**src/rtl/wb_module_bridge_if.sv**
```systemverilog
// -----------------------------------------------------------------------------
// wb_module_bridge_if
//
// Wishbone slave-side bus bundle for wb_module_bridge. Signal names keep the
// Wishbone _i/_o suffixes as seen from the slave, so the bridge and any other
// Wishbone slave read the same way.
//
// Signals:
//   wbs_cyc_i  1   cycle valid (master -> slave)
//   wbs_stb_i  1   strobe (master -> slave)
//   wbs_we_i   1   1 = write, 0 = read (master -> slave)
//   wbs_sel_i  4   byte enables (master -> slave)
//   wbs_adr_i  32  byte address (master -> slave)
//   wbs_dat_i  32  write data (master -> slave)
//   wbs_ack_o  1   single-cycle acknowledge (slave -> master)
//   wbs_dat_o  32  read data, valid with wbs_ack_o (slave -> master)
//
// Modports:
//   master  drives the request side, observes ack/data
//   slave   observes the request side, drives ack/data
// -----------------------------------------------------------------------------
interface wb_module_bridge_if;
    logic        wbs_cyc_i;
    logic        wbs_stb_i;
    logic        wbs_we_i;
    logic [3:0]  wbs_sel_i;
    logic [31:0] wbs_adr_i;
    logic [31:0] wbs_dat_i;
    logic        wbs_ack_o;
    logic [31:0] wbs_dat_o;

    modport master (
        output wbs_cyc_i,
        output wbs_stb_i,
        output wbs_we_i,
        output wbs_sel_i,
        output wbs_adr_i,
        output wbs_dat_i,
        input  wbs_ack_o,
        input  wbs_dat_o
    );

    modport slave (
        input  wbs_cyc_i,
        input  wbs_stb_i,
        input  wbs_we_i,
        input  wbs_sel_i,
        input  wbs_adr_i,
        input  wbs_dat_i,
        output wbs_ack_o,
        output wbs_dat_o
    );
endinterface

```
**src/rtl/wb_module_bridge.sv**
```systemverilog
// -----------------------------------------------------------------------------
// wb_module_bridge
//
// Bridges a 256-byte Wishbone window (at BASE_ADDR) onto a small module
// decoder. Each accepted request runs IDLE -> SETUP -> [WAIT] -> ACK -> IDLE:
// the module select and write data are presented during SETUP/WAIT, a write
// strobe is issued for the SETUP cycle, and the decoder's muxed read data is
// captured on the edge entering ACK. The ack itself is registered, so it is
// visible during the cycle after the ACK state, i.e. 2 + READ_WAIT edges after
// the edge that sampled the request.
//
// Parameters:
//   BASE_ADDR  window base; only bits [31:8] are compared
//   READ_WAIT  settle cycles between select setup and data capture (0..15)
//
// Ports:
//   wb_clk_i     in   clock, all state changes on its rising edge
//   wb_rst_i     in   synchronous active-high reset
//   wbs          if   Wishbone slave bundle (wb_module_bridge_if.slave)
//   mod_addr_o   out  3   module select: 0 = none, 1..4 = module 0..3
//   mod_we_o     out  1   one-cycle write strobe toward the decoder
//   mod_wdata_o  out  32  write data toward the modules
//   mod_rdata_i  in   32  decoder read data for the current mod_addr_o
//   busy_o       out  1   high whenever the FSM is not in IDLE
//   err_o        out  1   sticky error: bad select (5..7) or partial write
// -----------------------------------------------------------------------------
module wb_module_bridge #(
    parameter logic [31:0] BASE_ADDR = 32'h3000_0000,
    parameter int unsigned READ_WAIT = 1
) (
    input  logic               wb_clk_i,
    input  logic               wb_rst_i,
    wb_module_bridge_if.slave  wbs,
    output logic [2:0]         mod_addr_o,
    output logic               mod_we_o,
    output logic [31:0]        mod_wdata_o,
    input  logic [31:0]        mod_rdata_i,
    output logic               busy_o,
    output logic               err_o
);

    // ------------------------------------------------------------------
    // State encoding
    // ------------------------------------------------------------------
    localparam logic [1:0] ST_IDLE  = 2'd0;
    localparam logic [1:0] ST_SETUP = 2'd1;
    localparam logic [1:0] ST_WAIT  = 2'd2;
    localparam logic [1:0] ST_ACK   = 2'd3;

    // The WAIT counter starts at 0 on entry and leaves when it reaches
    // READ_WAIT-1, giving exactly READ_WAIT cycles in WAIT. With no wait
    // cycles the WAIT state is never entered and this value is unused.
    localparam logic       HAS_WAIT  = (READ_WAIT != 0);
    localparam logic [3:0] WAIT_LAST = HAS_WAIT ? 4'(READ_WAIT - 1) : 4'd0;

    // ------------------------------------------------------------------
    // Registers
    // ------------------------------------------------------------------
    logic [1:0]  state_reg,    state_next;
    logic [3:0]  cnt_reg,      cnt_next;
    logic [2:0]  sel_reg,      sel_next;
    logic        write_reg,    write_next;
    logic [31:0] wdata_reg,    wdata_next;
    logic        ack_reg,      ack_next;
    logic [31:0] dat_reg,      dat_next;
    logic [2:0]  mod_addr_reg, mod_addr_next;
    logic        mod_we_reg,   mod_we_next;
    logic        busy_reg,     busy_next;
    logic        err_reg,      err_next;

    // ------------------------------------------------------------------
    // Request decode (combinational, from the live bus)
    // ------------------------------------------------------------------
    logic        addr_hit;
    logic        req_valid;
    logic [2:0]  req_sel;
    logic        req_sel_module;   // select names a real module (1..4)
    logic        req_sel_bad;      // select is out of range (5..7)
    logic        req_be_full;
    logic        req_write_ok;
    logic        req_error;

    assign addr_hit       = (wbs.wbs_adr_i[31:8] == BASE_ADDR[31:8]);
    assign req_sel        = wbs.wbs_adr_i[4:2];
    assign req_sel_bad    = req_sel[2] & (|req_sel[1:0]);
    assign req_sel_module = (req_sel != 3'd0) & ~req_sel_bad;
    assign req_be_full    = &wbs.wbs_sel_i;

    // A write reaches a module only when it targets a real module with all
    // four byte enables; the modules have no byte-lane write support, so a
    // partial write is acked but silently dropped.
    assign req_write_ok = wbs.wbs_we_i & req_sel_module & req_be_full;
    assign req_error    = req_sel_bad | (wbs.wbs_we_i & ~req_be_full);

    // The cycle right after an ack is a dead cycle: the master still sees
    // its strobe high for that edge and must not have it taken as a new
    // request.
    assign req_valid = wbs.wbs_cyc_i & wbs.wbs_stb_i & addr_hit & ~ack_reg;

    // ------------------------------------------------------------------
    // Read data gating: out-of-range selects and writes return zero.
    // ------------------------------------------------------------------
    logic        rd_allow;
    logic [31:0] rdata_gated;

    assign rd_allow = ~write_reg & ~(sel_reg[2] & (|sel_reg[1:0]));

    generate
        for (genvar gi = 0; gi < 4; gi++) begin : g_rd_lane
            assign rdata_gated[gi*8 +: 8] = rd_allow ? mod_rdata_i[gi*8 +: 8] : 8'h00;
        end
    endgenerate

    // ------------------------------------------------------------------
    // Next-state logic
    // ------------------------------------------------------------------
    always_comb begin
        state_next = state_reg;
        cnt_next   = cnt_reg;
        sel_next   = sel_reg;
        write_next = write_reg;
        wdata_next = wdata_reg;
        ack_next   = 1'b0;
        dat_next   = dat_reg;
        mod_we_next = 1'b0;
        err_next   = err_reg;

        case (state_reg)
            ST_IDLE: begin
                if (req_valid) begin
                    sel_next    = req_sel;
                    write_next  = wbs.wbs_we_i;
                    wdata_next  = wbs.wbs_dat_i;
                    mod_we_next = req_write_ok;
                    err_next    = err_reg | req_error;
                    state_next  = ST_SETUP;
                end
            end

            ST_SETUP: begin
                if (!wbs.wbs_cyc_i) begin
                    // Master abandoned the cycle; any strobe already issued
                    // stands, we just stop presenting the select.
                    state_next = ST_IDLE;
                end else if (HAS_WAIT) begin
                    cnt_next   = 4'd0;
                    state_next = ST_WAIT;
                end else begin
                    dat_next   = rdata_gated;
                    state_next = ST_ACK;
                end
            end

            ST_WAIT: begin
                if (!wbs.wbs_cyc_i) begin
                    cnt_next   = 4'd0;
                    state_next = ST_IDLE;
                end else if (cnt_reg == WAIT_LAST) begin
                    cnt_next   = 4'd0;
                    dat_next   = rdata_gated;
                    state_next = ST_ACK;
                end else begin
                    cnt_next   = cnt_reg + 4'd1;
                end
            end

            ST_ACK: begin
                ack_next   = 1'b1;
                state_next = ST_IDLE;
            end

            default: begin
                state_next = ST_IDLE;
            end
        endcase

        // Outputs are registered copies of what the next state presents.
        // The select drops to zero on the edge entering ACK, after the read
        // data has been captured from the decoder.
        if ((state_next == ST_SETUP) || (state_next == ST_WAIT)) begin
            mod_addr_next = sel_next;
        end else begin
            mod_addr_next = 3'd0;
        end
        busy_next = (state_next != ST_IDLE);
    end

    // ------------------------------------------------------------------
    // State registers
    // ------------------------------------------------------------------
    always_ff @(posedge wb_clk_i) begin
        if (wb_rst_i) begin
            state_reg    <= ST_IDLE;
            cnt_reg      <= 4'd0;
            sel_reg      <= 3'd0;
            write_reg    <= 1'b0;
            wdata_reg    <= 32'h0;
            ack_reg      <= 1'b0;
            dat_reg      <= 32'h0;
            mod_addr_reg <= 3'd0;
            mod_we_reg   <= 1'b0;
            busy_reg     <= 1'b0;
            err_reg      <= 1'b0;
        end else begin
            state_reg    <= state_next;
            cnt_reg      <= cnt_next;
            sel_reg      <= sel_next;
            write_reg    <= write_next;
            wdata_reg    <= wdata_next;
            ack_reg      <= ack_next;
            dat_reg      <= dat_next;
            mod_addr_reg <= mod_addr_next;
            mod_we_reg   <= mod_we_next;
            busy_reg     <= busy_next;
            err_reg      <= err_next;
        end
    end

    // ------------------------------------------------------------------
    // Outputs
    // ------------------------------------------------------------------
    assign wbs.wbs_ack_o = ack_reg;
    assign wbs.wbs_dat_o = dat_reg;
    assign mod_addr_o    = mod_addr_reg;
    assign mod_we_o      = mod_we_reg;
    assign mod_wdata_o   = wdata_reg;
    assign busy_o        = busy_reg;
    assign err_o         = err_reg;

endmodule

```
**src/flat_wrapper.sv**
```systemverilog
// flat-port wrapper written by rule: the top's interface ports become plain ports
module wb_module_bridge_flat 
#(
    parameter logic [31:0] BASE_ADDR = 32'h3000_0000,
    parameter int unsigned READ_WAIT = 1
)
  (wb_clk_i, wb_rst_i, mod_addr_o, mod_we_o, mod_wdata_o, mod_rdata_i, busy_o, err_o, wbs_wbs_cyc_i, wbs_wbs_stb_i, wbs_wbs_we_i, wbs_wbs_sel_i, wbs_wbs_adr_i, wbs_wbs_dat_i, wbs_wbs_ack_o, wbs_wbs_dat_o);
  wb_module_bridge_if wbs_i ();
  input  logic wb_clk_i;
  input  logic wb_rst_i;
  output logic [2:0] mod_addr_o;
  output logic mod_we_o;
  output logic [31:0] mod_wdata_o;
  input  logic [31:0] mod_rdata_i;
  output logic busy_o;
  output logic err_o;
  input wire logic [$bits(wbs_i.wbs_cyc_i)-1:0] wbs_wbs_cyc_i;
  input wire logic [$bits(wbs_i.wbs_stb_i)-1:0] wbs_wbs_stb_i;
  input wire logic [$bits(wbs_i.wbs_we_i)-1:0] wbs_wbs_we_i;
  input wire logic [$bits(wbs_i.wbs_sel_i)-1:0] wbs_wbs_sel_i;
  input wire logic [$bits(wbs_i.wbs_adr_i)-1:0] wbs_wbs_adr_i;
  input wire logic [$bits(wbs_i.wbs_dat_i)-1:0] wbs_wbs_dat_i;
  output wire logic [$bits(wbs_i.wbs_ack_o)-1:0] wbs_wbs_ack_o;
  output wire logic [$bits(wbs_i.wbs_dat_o)-1:0] wbs_wbs_dat_o;
  assign wbs_i.wbs_cyc_i = wbs_wbs_cyc_i;
  assign wbs_i.wbs_stb_i = wbs_wbs_stb_i;
  assign wbs_i.wbs_we_i = wbs_wbs_we_i;
  assign wbs_i.wbs_sel_i = wbs_wbs_sel_i;
  assign wbs_i.wbs_adr_i = wbs_wbs_adr_i;
  assign wbs_i.wbs_dat_i = wbs_wbs_dat_i;
  assign wbs_wbs_ack_o = wbs_i.wbs_ack_o;
  assign wbs_wbs_dat_o = wbs_i.wbs_dat_o;
  wb_module_bridge #(.BASE_ADDR(BASE_ADDR), .READ_WAIT(READ_WAIT)) u_core (.wb_clk_i(wb_clk_i), .wb_rst_i(wb_rst_i), .wbs(wbs_i), .mod_addr_o(mod_addr_o), .mod_we_o(mod_we_o), .mod_wdata_o(mod_wdata_o), .mod_rdata_i(mod_rdata_i), .busy_o(busy_o), .err_o(err_o));
endmodule
```
**config.mk**
```make
export PLATFORM = sky130hd
export DESIGN_NAME = wb_module_bridge_flat
export DESIGN_NICKNAME = d
export VERILOG_FILES = /design/src/rtl/wb_module_bridge_if.sv /design/src/rtl/wb_module_bridge.sv /design/src/flat_wrapper.sv
export SDC_FILE = /design/constraint.sdc
export NUM_CORES = 1
export LEC_CHECK = 0
export CORE_UTILIZATION = 40
export DETAILED_ROUTE_END_ITERATION = 10
export HOLD_SLACK_MARGIN = 0.05
export PLACE_DENSITY = 0.83
export SLEW_MARGIN = 0
export SYNTH_ARGS = -nofsm -noshare
export SYNTH_HDL_FRONTEND = slang
export SYNTH_SLANG_ARGS = --single-unit
```
**constraint.sdc**
```tcl
create_clock -name wb_clk_i -period 3.79 [get_ports wb_clk_i]
set_input_delay 0.758 -clock wb_clk_i [delete_from_list [all_inputs] [get_ports wb_clk_i]]
set_output_delay 0.758 -clock wb_clk_i [all_outputs]
set_load 0.01 [all_outputs]
```
==> results of run 1 <==
==> cells in the final DEF, fill, tap and decap left out, types with 2 or more instances in the layout <==
master	synthesis	routed
nor4b_2	3	3
clkdlybuf4s50_1	0	169
nor4_2	3	3
o21ai_0	38	38
clkinvlp_4	0	2
dfxtp_1	81	81
a21o_1	2	2
nor3_1	4	4
bufinv_16	0	2
and4_1	2	2
nand3_1	37	37
nand4_1	3	3
buf_4	4	6
ha_1	4	4
and2b_1	2	2
a22oi_2	3	3
nor2b_1	2	2
nor2_1	39	39
nand3b_1	2	2
clkbuf_8	1	9
inv_1	2	2
a21boi_0	3	3
a21oi_1	40	40
nand2_1	3	3
a22oi_1	29	29
==> cell families after synthesis <==
family / share of synthesized area, %
compound gates: 23.0
fa+ha+maj: 1.58
buf+inv: 6.02
flops: 51.3
simple gates: 18.1
==> how the worst max path moves through the flow <==
stage,startpoint,to,cells after the start
after floorplan,wbs_wbs_adr_i[24],u_core.mod_addr_o[0]$_SDFF_PP0_,8
after global placement,wbs_wbs_adr_i[11],u_core.mod_addr_o[1]$_SDFF_PP0_,8
after detailed placement,wbs_wbs_adr_i[21],u_core.mod_addr_o[0]$_SDFF_PP0_,8
after CTS,wbs_wbs_adr_i[24],u_core.mod_addr_o[0]$_SDFF_PP0_,8
after global routing,wbs_wbs_adr_i[21],u_core.mod_addr_o[0]$_SDFF_PP0_,8
final,wbs_wbs_adr_i[21],u_core.mod_addr_o[0]$_SDFF_PP0_,8
==> layout make-up <==
cell class	instances	share of cell area (%)
multi-input cells	229	26.6
clock buffers	9	2.45
clock inverters	6	1.83
repair buffers	176	34.4
flip-flops and latches	81	32.0
inverters	2	0.148
well taps	102	2.52
==> per-stage QoR <==
| step | hold WS, ns | worst slack [ns] | instances | utilization, % |
|---|---|---|---|---|
| final | 0.459 | 1.26 | 605 | 65.9 |
| after global routing | 0.500 | 1.06 | 605 | 65.9 |
| after CTS | 0.465 | 1.25 | 605 | 65.9 |
| after detailed placement | 0.453 | 0.898 | 590 | 63.0 |
| after global placement | 0.452 | 0.946 | 590 | 63.0 |
| after floorplan | 0.430 | 1.51 | 342 | - |
==> tightest hold or removal path, delay by kind of cell, from the launching register on <==
family,cells,cell delay (ns)
DFF,1,0.33
and+or+nand+nor,2,0.09
==> layer usage <==
layer	global-route usage (%)	share of wire, %	routed length [microns]
met1	25.0	42	3790
met3	8.42	9.0	807
met5	0	0	0
met4	7.67	1.4	129
met2	36.6	47	4270
==> power groups by stage <==
stage          sequential [uW]  clock (uW)  combinational [uW]
2_1_floorplan              870           0                18.0
3_3_place_gp               870           0                 127
3_5_place_dp               870           0                 128
4_1_cts                    850         702                 129
5_1_grt                    850         747                 137
6_report                   850         687                 129
==> out/results.tsv, run 1 <==
stage	metric	value	unit
status	status	finished clean	
finish	multi_input_area	0.00135	sq mm
clock_network	numCtsBuffers	9	
setup_path	cp-end-kind	flop	
worst_hold_path	hold_path_startpoint	u_core.state_reg[0]$_SDFF_PP0_	
pwr	powerDensity	329	mW/mm^2
setup_path	critPathMaxStageDelay	0.41	ns
drt	drc	0	
floorplan	fp.coreArea	0.00769	sq mm
drt	drt_pass1_iterations	4	
worst_hold_path	min_path_cells	2	
synth	syn_avg_cell_area	9.24	sq um
global_route	grt_start_max_net_pins	49	
sta	relSlewSlack	42.9	%
finish	seqCellArea	0.00162	sq mm
synth	synth_area_leaders	dfxtp_1 51%, a22oi_1 6.9%, a21oi_1 6.3%	
clock_network	cts.path.max_buffers	2	
global_route	grt_pass1_vias	3091	
setup_path	setup.worst_path.class	input pin to flop	
sta	final_hold_viol_count	0	
job	maxCapViolCount	0	
setup_path	start_kind	input pin	
drt	totalWireLength	9000	microns
place	port_buffers	170	
place	place_area	0.00485	sq mm
setup_path	worstPathCellList	clkdlybuf4s50_1 -> nor4_2 -> and4_1 -> nand2_1 -> and2_1 -> ha_1 -> nor2b_1 -> a21boi_0	
synth	synth_common_cells	81 x dfxtp_1, 40 x a21oi_1, 39 x nor2_1	
finish	area_growth	60.2	%
drt	drt-wirelength-per-cell	14.9	microns
sta	worst_pin_slew	0.857	ns
floorplan	die_x	90.9	microns
pwr	power.leakage	0.00170	uW
sta	fin_crit_sh	66.8	%
drt	via_per_inst	5.24	
synth	post-synth-top-count-cell	dfxtp_1	
floorplan	die-area	0.00826	sq mm
place	gp_congestion	0.777	
synth	ys_ff_latch	81	
sta	tns	0	ns
setup_path	timing.reg2reg.setup_slack	1.60	ns
clock_network	clkLatencyLatePin	0.34	ns
pwr	clkPwrFrac	41.2	%
synth	ys_seq_area_share	51.3	%
setup_path	reg2regPathDepth	9	
sta	setup_violations	0	
drt	initialDrtViolationCount	111	
drt	antenna_left	0	
clock_network	cts_num_sinks	81	
setup_path	r2r-end	u_core.mod_addr_o[0]$_SDFF_PP0_	
floorplan	ios	176	
drt	via_count	3173	
pwr	combPwrFrac	7.7	%
finish	drive_gt1_share	6.96	%
global_route	grt_usage	21.7	%
sta	period_needed	2.53	ns
clock_network	htree_levels	3	
setup_path	crit_family	simple AND/OR/NAND/NOR gates	
finish	finalNetCount	608	
worst_hold_path	hp-class	flop to flop	
synth	synth_edf_count	0	
synth	synth_area	0.00316	sq mm
finish	antennaDiodeCount	0	
floorplan	num_rows	32	
pwr	sw_frac_of_total	21.1	%
synth	ys_async_sr_fraction	0	%
setup_path	worstPathArrival	2.79	ns
pwr	power.internal	1310	uW
clock_network	cts_resized	0	
clock_network	clkTransAtPathRegs	0.08	ns
floorplan	die_h	90.9	microns
setup_path	required	4.05	ns
setup_path	crit_path_top_delay_cell	clkdlybuf4s50_1	
pwr	vdd_drop_max	200	uV
floorplan	start_util	41.1	%
clock_network	cts_tree	built	
place	dp_hpwl	6290	microns
clock_network	cts_post_setup_buffers_inserted	0	
setup_path	crit_buf_inv	1	
setup_path	worst-path-max-fanout	3	
clock_network	ctsRootBufferMaster	clkbuf_8	
pwr	p_total	1670	uW
synth	ys_warn_count	0	
synth	synth_top_area_cell	dfxtp_1	
synth	synth_ff_type	dfxtp_1	
synth	yosysTopAreaCellShare	51.3	%
sta	fmax	0.395	GHz
global_route	grt_overflow	0	
synth	syn_inst	342	
finish	n_fill_cell	657	
sta	clock-skew-final	0.00735	ns
global_route	antenna_found_initial	0	
sta	grt_setup_unrepaired	false	
clock_network	ctsHoldBuffers	0	
pwr	power_frac_seq	51.0	%
pwr	switching_power	351	uW
synth	ys_types	37	
synth	synth_nets	451	
finish	post-route-cell-area	0.00506	sq mm
worst_hold_path	hold_end	u_core.wbs.wbs_ack_o$_SDFF_PP0_	
setup_path	r2r_start	u_core.cnt_reg[0]$_SDFFE_PP0P_	
global_route	grt_pass1_wl	14300	microns
sta	slew_violations	0	
Power figures use the tool's default switching activity.
==> run 2, diff against run 1 <==
CORE_UTILIZATION = 35   (was 40)
PLACE_DENSITY = 0.77   (was 0.83)
clock period = 2.2 ns   (was 3.79 ns; I/O delays follow)
==> out/results.tsv, run 2 (same netlist as run 1, synthesis figures left out) <==
stage	metric	value	unit	change
setup_path	crit_buf_inv	1		unchanged
place	port_buffers	170		unchanged
setup_path	timing.reg2reg.setup_slack	0.33	ns	was 1.60 ns
clock_network	ctsRootBufferMaster	clkbuf_8		unchanged
clock_network	clkLatencyLatePin	0.34	ns	about the same
floorplan	ios	176		unchanged
worst_hold_path	hold_end	u_core.err_o$_SDFFE_PP0P_		was u_core.wbs.wbs_ack_o$_SDFF_PP0_
floorplan	num_rows	34		was 32
setup_path	worstPathCellList	clkdlybuf4s50_1 -> nor4b_4 -> and4_1 -> nand2_1 -> and2_1 -> ha_1 -> nor2b_2 -> a21boi_1		was clkdlybuf4s50_1 -> nor4_2 -> and4_1 -> nand2_1 -> and2_1 -> ha_1 -> nor2b_1 -> a21boi_0
sta	period_needed	2.08	ns	
sta	clock-skew-final	0.0102	ns	was 0.00735 ns
global_route	antenna_found_initial	0		unchanged
sta	setup_violations	0		unchanged
worst_hold_path	hp-class	flop to flop		unchanged
clock_network	cts.path.max_buffers	2		unchanged
drt	drc	0		unchanged
clock_network	clkTransAtPathRegs	0.08	ns	about the same
drt	via_per_inst	5.17		was 5.24
floorplan	die_h	97.0	microns	was 90.9 microns
setup_path	critPathMaxStageDelay	0.45	ns	was 0.41 ns
clock_network	cts_post_setup_buffers_inserted	0		unchanged
sta	fmax	0.481	GHz	
sta	hold_ws	0.470	ns	was 0.459 ns
drt	via_count	3192		was 3,173
pwr	vdd_drop_max	325	uV	was 200 uV
status	status	finished clean		unchanged
floorplan	die-area	0.00941	sq mm	was 0.00826 sq mm
finish	area_growth	62.9	%	was 60.2%
sta	relSlewSlack	65.2	%	was 42.9%
floorplan	fp.coreArea	0.00872	sq mm	was 0.00769 sq mm
setup_path	setup.worst_path.class	input pin to flop		unchanged
global_route	grt_overflow	0		unchanged
finish	antennaDiodeCount	0		unchanged
sta	fin_crit_sh	94.5	%	
finish	final_common_cell	clkdlybuf4s50_1		unchanged
finish	final_cell_mix	169 x clkdlybuf4s50_1, 81 x dfxtp_1, 40 x a21oi_1, 39 x nor2_1, 38 x o21ai_0		unchanged
setup_path	crit_family	simple AND/OR/NAND/NOR gates		unchanged
sta	slew_violations	0		unchanged
place	dp_hpwl	6450	microns	was 6290 microns
drt	initialDrtViolationCount	111		unchanged
finish	seqCellArea	0.00162	sq mm	unchanged
floorplan	start_util	36.2	%	was 41.1%
clock_network	cts_tree	built		unchanged
setup_path	r2r_start	u_core.cnt_reg[0]$_SDFFE_PP0P_		unchanged
setup_path	worstPathArrival	2.29	ns	was 2.79 ns
worst_hold_path	min_path_cells	2		unchanged
drt	drt_pass1_iterations	4		unchanged
setup_path	worst-path-max-fanout	3		unchanged
sta	final_hold_viol_count	0		unchanged
pwr	p_total	2780	uW	was 1670 uW
job	maxCapViolCount	0		unchanged
sta	worst_pin_slew	0.521	ns	was 0.857 ns
setup_path	required	2.41	ns	was 4.05 ns
setup_path	start_kind	input pin		unchanged
drt	antenna_left	0		unchanged
finish	n_fill_cell	765		was 657
global_route	grt_start_max_net_pins	38		was 49
global_route	grt_pass1_vias	3170		was 3,091
worst_hold_path	hold_path_startpoint	u_core.err_o$_SDFFE_PP0P_		was u_core.state_reg[0]$_SDFF_PP0_
global_route	grt_pass1_wl	14800	microns	was 14,300 microns
finish	finalNetCount	615		was 608
pwr	powerDensity	540	mW/mm^2	was 329 mW/mm^2
pwr	power.leakage	0.00174	uW	was 0.00170 uW
sta	grt_setup_unrepaired	false		unchanged
global_route	grt_usage	19.1	%	was 21.7%
setup_path	r2r-end	u_core.mod_addr_o[0]$_SDFF_PP0_		unchanged
floorplan	die_x	97.0	microns	was 90.9 microns
drt	drt-wirelength-per-cell	14.9	microns	about the same
place	gp_congestion	0.709		was 0.777
finish	drive_gt1_share	8.43	%	was 6.96%
drt	totalWireLength	9190	microns	was 9000 microns
clock_network	htree_levels	3		unchanged
setup_path	crit_path_top_delay_cell	clkdlybuf4s50_1		unchanged
clock_network	numCtsBuffers	9		unchanged
finish	multi_input_area	0.00137	sq mm	was 0.00135 sq mm
setup_path	cp-end-kind	flop		unchanged
clock_network	cts_num_sinks	81		unchanged
setup_path	reg2regPathDepth	8		was 9
[run 2: area by class of cell]
| cell class | count | area share (%) |
|---|---|---|
| timing repair buffer | 183 | 35.4 |
| sequential | 81 | 31.5 |
| multi-input combinational | 229 | 26.6 |
| clock buffer | 10 | 2.68 |
| tap | 108 | 2.63 |
| clock inverter | 5 | 1.09 |
| inverter | 2 | 0.146 |
[run 2: what timing repair did]
item                                    CTS  global route
hold buffers                              0             0
gates resized for setup                   0             4
endpoints found under the setup margin    0             3
[run 2: worst max-delay path by stage]
stage	from	end	depth (start not counted)	slack, ns
global route	wbs_wbs_adr_i[24]	u_core.mod_addr_o[0]$_SDFF_PP0_	8	0.04
floorplan	wbs_wbs_adr_i[24]	u_core.mod_addr_o[0]$_SDFF_PP0_	8	0.24
global placement	wbs_wbs_adr_i[31]	u_core.mod_addr_o[2]$_SDFF_PP0_	8	-0.22
finish	wbs_wbs_adr_i[24]	u_core.mod_addr_o[0]$_SDFF_PP0_	8	0.12
CTS	wbs_wbs_adr_i[24]	u_core.mod_addr_o[0]$_SDFF_PP0_	8	0.09
detailed placement	wbs_wbs_adr_i[31]	u_core.mod_addr_o[0]$_SDFF_PP0_	8	-0.26
[run 2: per-layer routing]
layer	vias to the layer above	GRT usage, %	part of all wire, %
met1	1474	22.1	42
li1	1564	-	-
met4	0	8.27	1.8
met5	-	0	0
met2	138	31.7	48
met3	16	7.01	8.8
[run 2: worst register-to-register path, stage by stage, from the launching register on]
cell	delay (ns)
dfxtp_1	0.36
inv_1	0.07
ha_1	0.13
nor3b_2	0.32
nand3_2	0.12
and2_1	0.15
ha_1	0.28
nor2b_2	0.16
a21boi_1	0.15
[run 2: through the flow]
step | instances | setup slack (ns) | setup TNS [ns] | util, % | area (sq um)
final | 618 | 0.120 | 0 | 59.0 | 5140
after floorplan | 342 | 0.236 | 0 | - | 3160
after detailed placement | 603 | -0.258 | -0.693 | 56.5 | 4930
after global placement | 603 | -0.219 | -0.652 | 56.5 | 4930
after global routing | 618 | 0.0389 | 0 | 59.0 | 5140
after CTS | 618 | 0.0912 | 0 | 58.8 | 5120
[run 2: report_power, final]
group          total, uW  leakage, uW  internal, uW  switching (uW)
Sequential          1460     0.000652          1460      0.00000755
Clock               1080    0.0000981           548             533
Combinational        232     0.000993           170            62.0
Total               2780      0.00174          2180             595
==> run 3, diff against run 2 <==
--- a/config.mk
+++ b/config.mk
@@ -6,10 +6,12 @@
 export NUM_CORES = 1
 export LEC_CHECK = 0
-export CORE_UTILIZATION = 35
+export ABC_AREA = 1
+export CORE_UTILIZATION = 36
 export DETAILED_ROUTE_END_ITERATION = 10
 export HOLD_SLACK_MARGIN = 0.05
-export PLACE_DENSITY = 0.77
+export PLACE_DENSITY = 0.76
 export SLEW_MARGIN = 0
 export SYNTH_ARGS = -nofsm -noshare
 export SYNTH_HDL_FRONTEND = slang
 export SYNTH_SLANG_ARGS = --single-unit
+export TNS_END_PERCENT = 50
==> constraint.sdc (replaced) <==
create_clock -name wb_clk_i -period 2.2 [get_ports wb_clk_i]
set_input_delay 0.66 -clock wb_clk_i [delete_from_list [all_inputs] [get_ports wb_clk_i]]
set_output_delay 0.66 -clock wb_clk_i [all_outputs]
set_load 0.01 [all_outputs]
==> out/results.tsv, run 3 <==
stage	metric	value	unit	change
status	status	finished clean		unchanged
setup_path	r2r_start	u_core.cnt_reg[0]$_SDFFE_PP0P_		unchanged
drt	via_per_inst	4.62		was 5.17
floorplan	die-area	0.0100	sq mm	was 0.00941 sq mm
clock_network	clkLatencyLatePin	0.34	ns	about the same
sta	relSlewSlack	66.4	%	was 65.2%
floorplan	fp.coreArea	0.00928	sq mm	was 0.00872 sq mm
clock_network	cts_resized	0		unchanged
clock_network	cts_post_setup_buffers_inserted	0		unchanged
synth	syn_avg_cell_area	7.29	sq um	was 9.24 sq um
clock_network	cts_tree	built		unchanged
synth	ys_types	24		was 37
floorplan	start_util	37.3	%	was 36.2%
worst_hold_path	hp-class	flop to flop		unchanged
global_route	antenna_found_initial	0		unchanged
drt	initialDrtViolationCount	119		was 111
clock_network	numCtsBuffers	9		unchanged
sta	final_hold_viol_count	0		unchanged
finish	post-route-util	59.3	%	was 59.0%
drt	antenna_left	0		unchanged
floorplan	die_x	100	microns	was 97.0 microns
sta	clock-skew-final	0.00849	ns	was 0.0102 ns
place	pre_cts_ws	-0.112	ns	was -0.258 ns
floorplan	num_rows	35		was 34
drt	drc	0		unchanged
pwr	powerDensity	524	mW/mm^2	was 540 mW/mm^2
worst_hold_path	hold_path_startpoint	u_core.err_o$_SDFFE_PP0P_		unchanged
global_route	grt_overflow	0		unchanged
drt	drt-wirelength-per-cell	12.3	microns	was 14.9 microns
synth	synth_area	0.00346	sq mm	was 0.00316 sq mm
finish	final_common_cell	clkdlybuf4s50_1		unchanged
pwr	p_total	2880	uW	was 2780 uW
pwr	power.leakage	0.00205	uW	was 0.00174 uW
synth	yosysTopAreaCellShare	46.8	%	was 51.3%
global_route	grt_pass1_wl	15000	microns	was 14,800 microns
synth	synth_top_area_cell	dfxtp_1		unchanged
synth	post-synth-top-count-cell	nand2_1		was dfxtp_1
finish	post-route-cell-area	0.00551	sq mm	was 0.00514 sq mm
drt	drt_pass1_iterations	4		unchanged
clock_network	cts_num_sinks	81		unchanged
finish	area_growth	59.0	%	was 62.9%
drt	via_count	3570		was 3,192
synth	ys_seq_area_share	46.8	%	was 51.3%
synth	ys_async_sr_fraction	0	%	unchanged
setup_path	worst-path-max-fanout	33		was 3
setup_path	cp-end-kind	flop		unchanged
synth	synth_area_leaders	dfxtp_1 47%, nand2_1 11%, nor2_1 11%		was dfxtp_1 51%, a22oi_1 6.9%, a21oi_1 6.3%
place	place_area	0.00530	sq mm	was 0.00493 sq mm
sta	setup_slack	0.261	ns	was 0.120 ns
finish	antennaDiodeCount	0		unchanged
clock_network	ctsRootBufferMaster	clkbuf_8		unchanged
setup_path	worstPathArrival	2.20	ns	was 2.29 ns
setup_path	required	2.46	ns	was 2.41 ns
synth	ys_warn_count	0		unchanged
finish	final_cell_mix	170 x clkdlybuf4s50_1, 106 x nand2_1, 98 x nor2_1, 81 x dfxtp_1, 39 x nand3_1		was 169 x clkdlybuf4s50_1, 81 x dfxtp_1, 40 x a21oi_1, 39 x nor2_1, 38 x o21ai_0
clock_network	ctsHoldBuffers	0		unchanged
setup_path	setup.worst_path.class	input pin to flop		unchanged
sta	fin_crit_sh	88.1	%	was 94.5%
finish	n_fill_cell	887		was 765
sta	setup_violations	0		unchanged
synth	synth_common_cells	106 x nand2_1, 99 x nor2_1, 81 x dfxtp_1		was 81 x dfxtp_1, 40 x a21oi_1, 39 x nor2_1
synth	synth_edf_count	0		unchanged
finish	finalNetCount	749		was 615
job	maxCapViolCount	0		unchanged
global_route	grt_pass1_vias	3331		was 3,170
setup_path	crit_start	wbs_wbs_adr_i[19]		was wbs_wbs_adr_i[24]
floorplan	ios	176		unchanged
sta	grt_setup_unrepaired	false		unchanged
synth	synth_nets	584		was 451
floorplan	die_h	100	microns	was 97.0 microns
drt	totalWireLength	9480	microns	was 9190 microns
place	port_buffers	170		unchanged
place	dp_hpwl	6900	microns	was 6450 microns
global_route	grt_start_max_net_pins	39		was 38
finish	drive_gt1_share	6.21	%	was 8.43%
sta	fmax	0.516	GHz	was 0.481 GHz
clock_network	clkTransAtPathRegs	0.08	ns	about the same
global_route	grt_usage	18.7	%	was 19.1%
clock_network	htree_levels	3		unchanged
sta	slew_violations	0		unchanged
place	gp_congestion	0.782		was 0.709
synth	syn_inst	475		was 342
synth	synth_ff_type	dfxtp_1		unchanged
pwr	vdd_drop_max	311	uV	was 325 uV
sta	period_needed	1.94	ns	was 2.08 ns
synth	ys_ff_latch	81		unchanged
clock_network	cts.path.max_buffers	2		unchanged
sta	worst_pin_slew	0.503	ns	was 0.521 ns
setup_path	start_kind	input pin		unchanged
==> run 3: final cells by class <==
class | count | area (sq um) | share of cell area (%)
flip-flops and latches | 81 | 1620 | 29.5
inverters | 32 | 120 | 2.18
repair buffers | 182 | 1820 | 33.0
well taps | 129 | 161 | 2.93
multi-input cells | 334 | 1580 | 28.6
clock inverters | 5 | 81.3 | 1.48
clock buffers | 10 | 128 | 2.32
==> run 3: cell families (layout without fill, tap and decap cells) <==
logic type,count (synthesis),count (layout),synth area share (%)
AND/OR/NAND/NOR,287,287,37.4
flip-flops,81,81,46.8
buffers and inverters,60,229,7.84
AO/OA/AOI/OAI,41,41,6.03
adder cells (fa/ha/maj),4,4,1.45
XOR/XNOR,2,2,0.506
==> run 3: final timing paths <==
path / end / slack (ns) / depth (start not counted)
worst max-delay path: u_core.mod_wdata_o[1]$_SDFFE_PP0P_ / 0.26 / 9
worst min-delay path: u_core.err_o$_SDFFE_PP0P_ / 0.47 / 2
worst max register to register: u_core.wbs.wbs_dat_o[16]$_SDFFE_PP0P_ / 0.46 / 8
worst min register to register: u_core.err_o$_SDFFE_PP0P_ / 0.47 / 2
==> run 3: per-stage QoR <==
step                hold slack (ns)  std cells  TNS, ns
floorplan                     0.448        475        0
global placement              0.444        758    -1.94
detailed placement            0.444        758    -4.13
CTS                           0.462        773        0
global route                  0.485        773        0
finish                        0.465        773        0
==> run 3: critical path, stage by stage <==
cell	delay, ns
clkdlybuf4s50_1	0.43
nor2_1	0.11
nand2_1	0.06
nor2_1	0.14
nand2_1	0.11
nor2_4	0.12
buf_4	0.35
nor2_1	0.09
nor2_1	0.13
==> run 3: per-layer routing <==
metal / vias to the layer above / share of wire [%] / track usage [%]
li1: 1830 / - / -
met1: 1605 / 43 / 21.2
met2: 125 / 47 / 33.3
met3: 10 / 8.5 / 6.41
met4: 0 / 1.1 / 5.57
met5: - / 0 / 0
==> run 3: power breakdown <==
| group | switching [uW] | internal, uW |
|---|---|---|
| clock | 524 | 634 |
| sequential | 0.0000143 | 1460 |
| combinational | 76.0 | 184 |
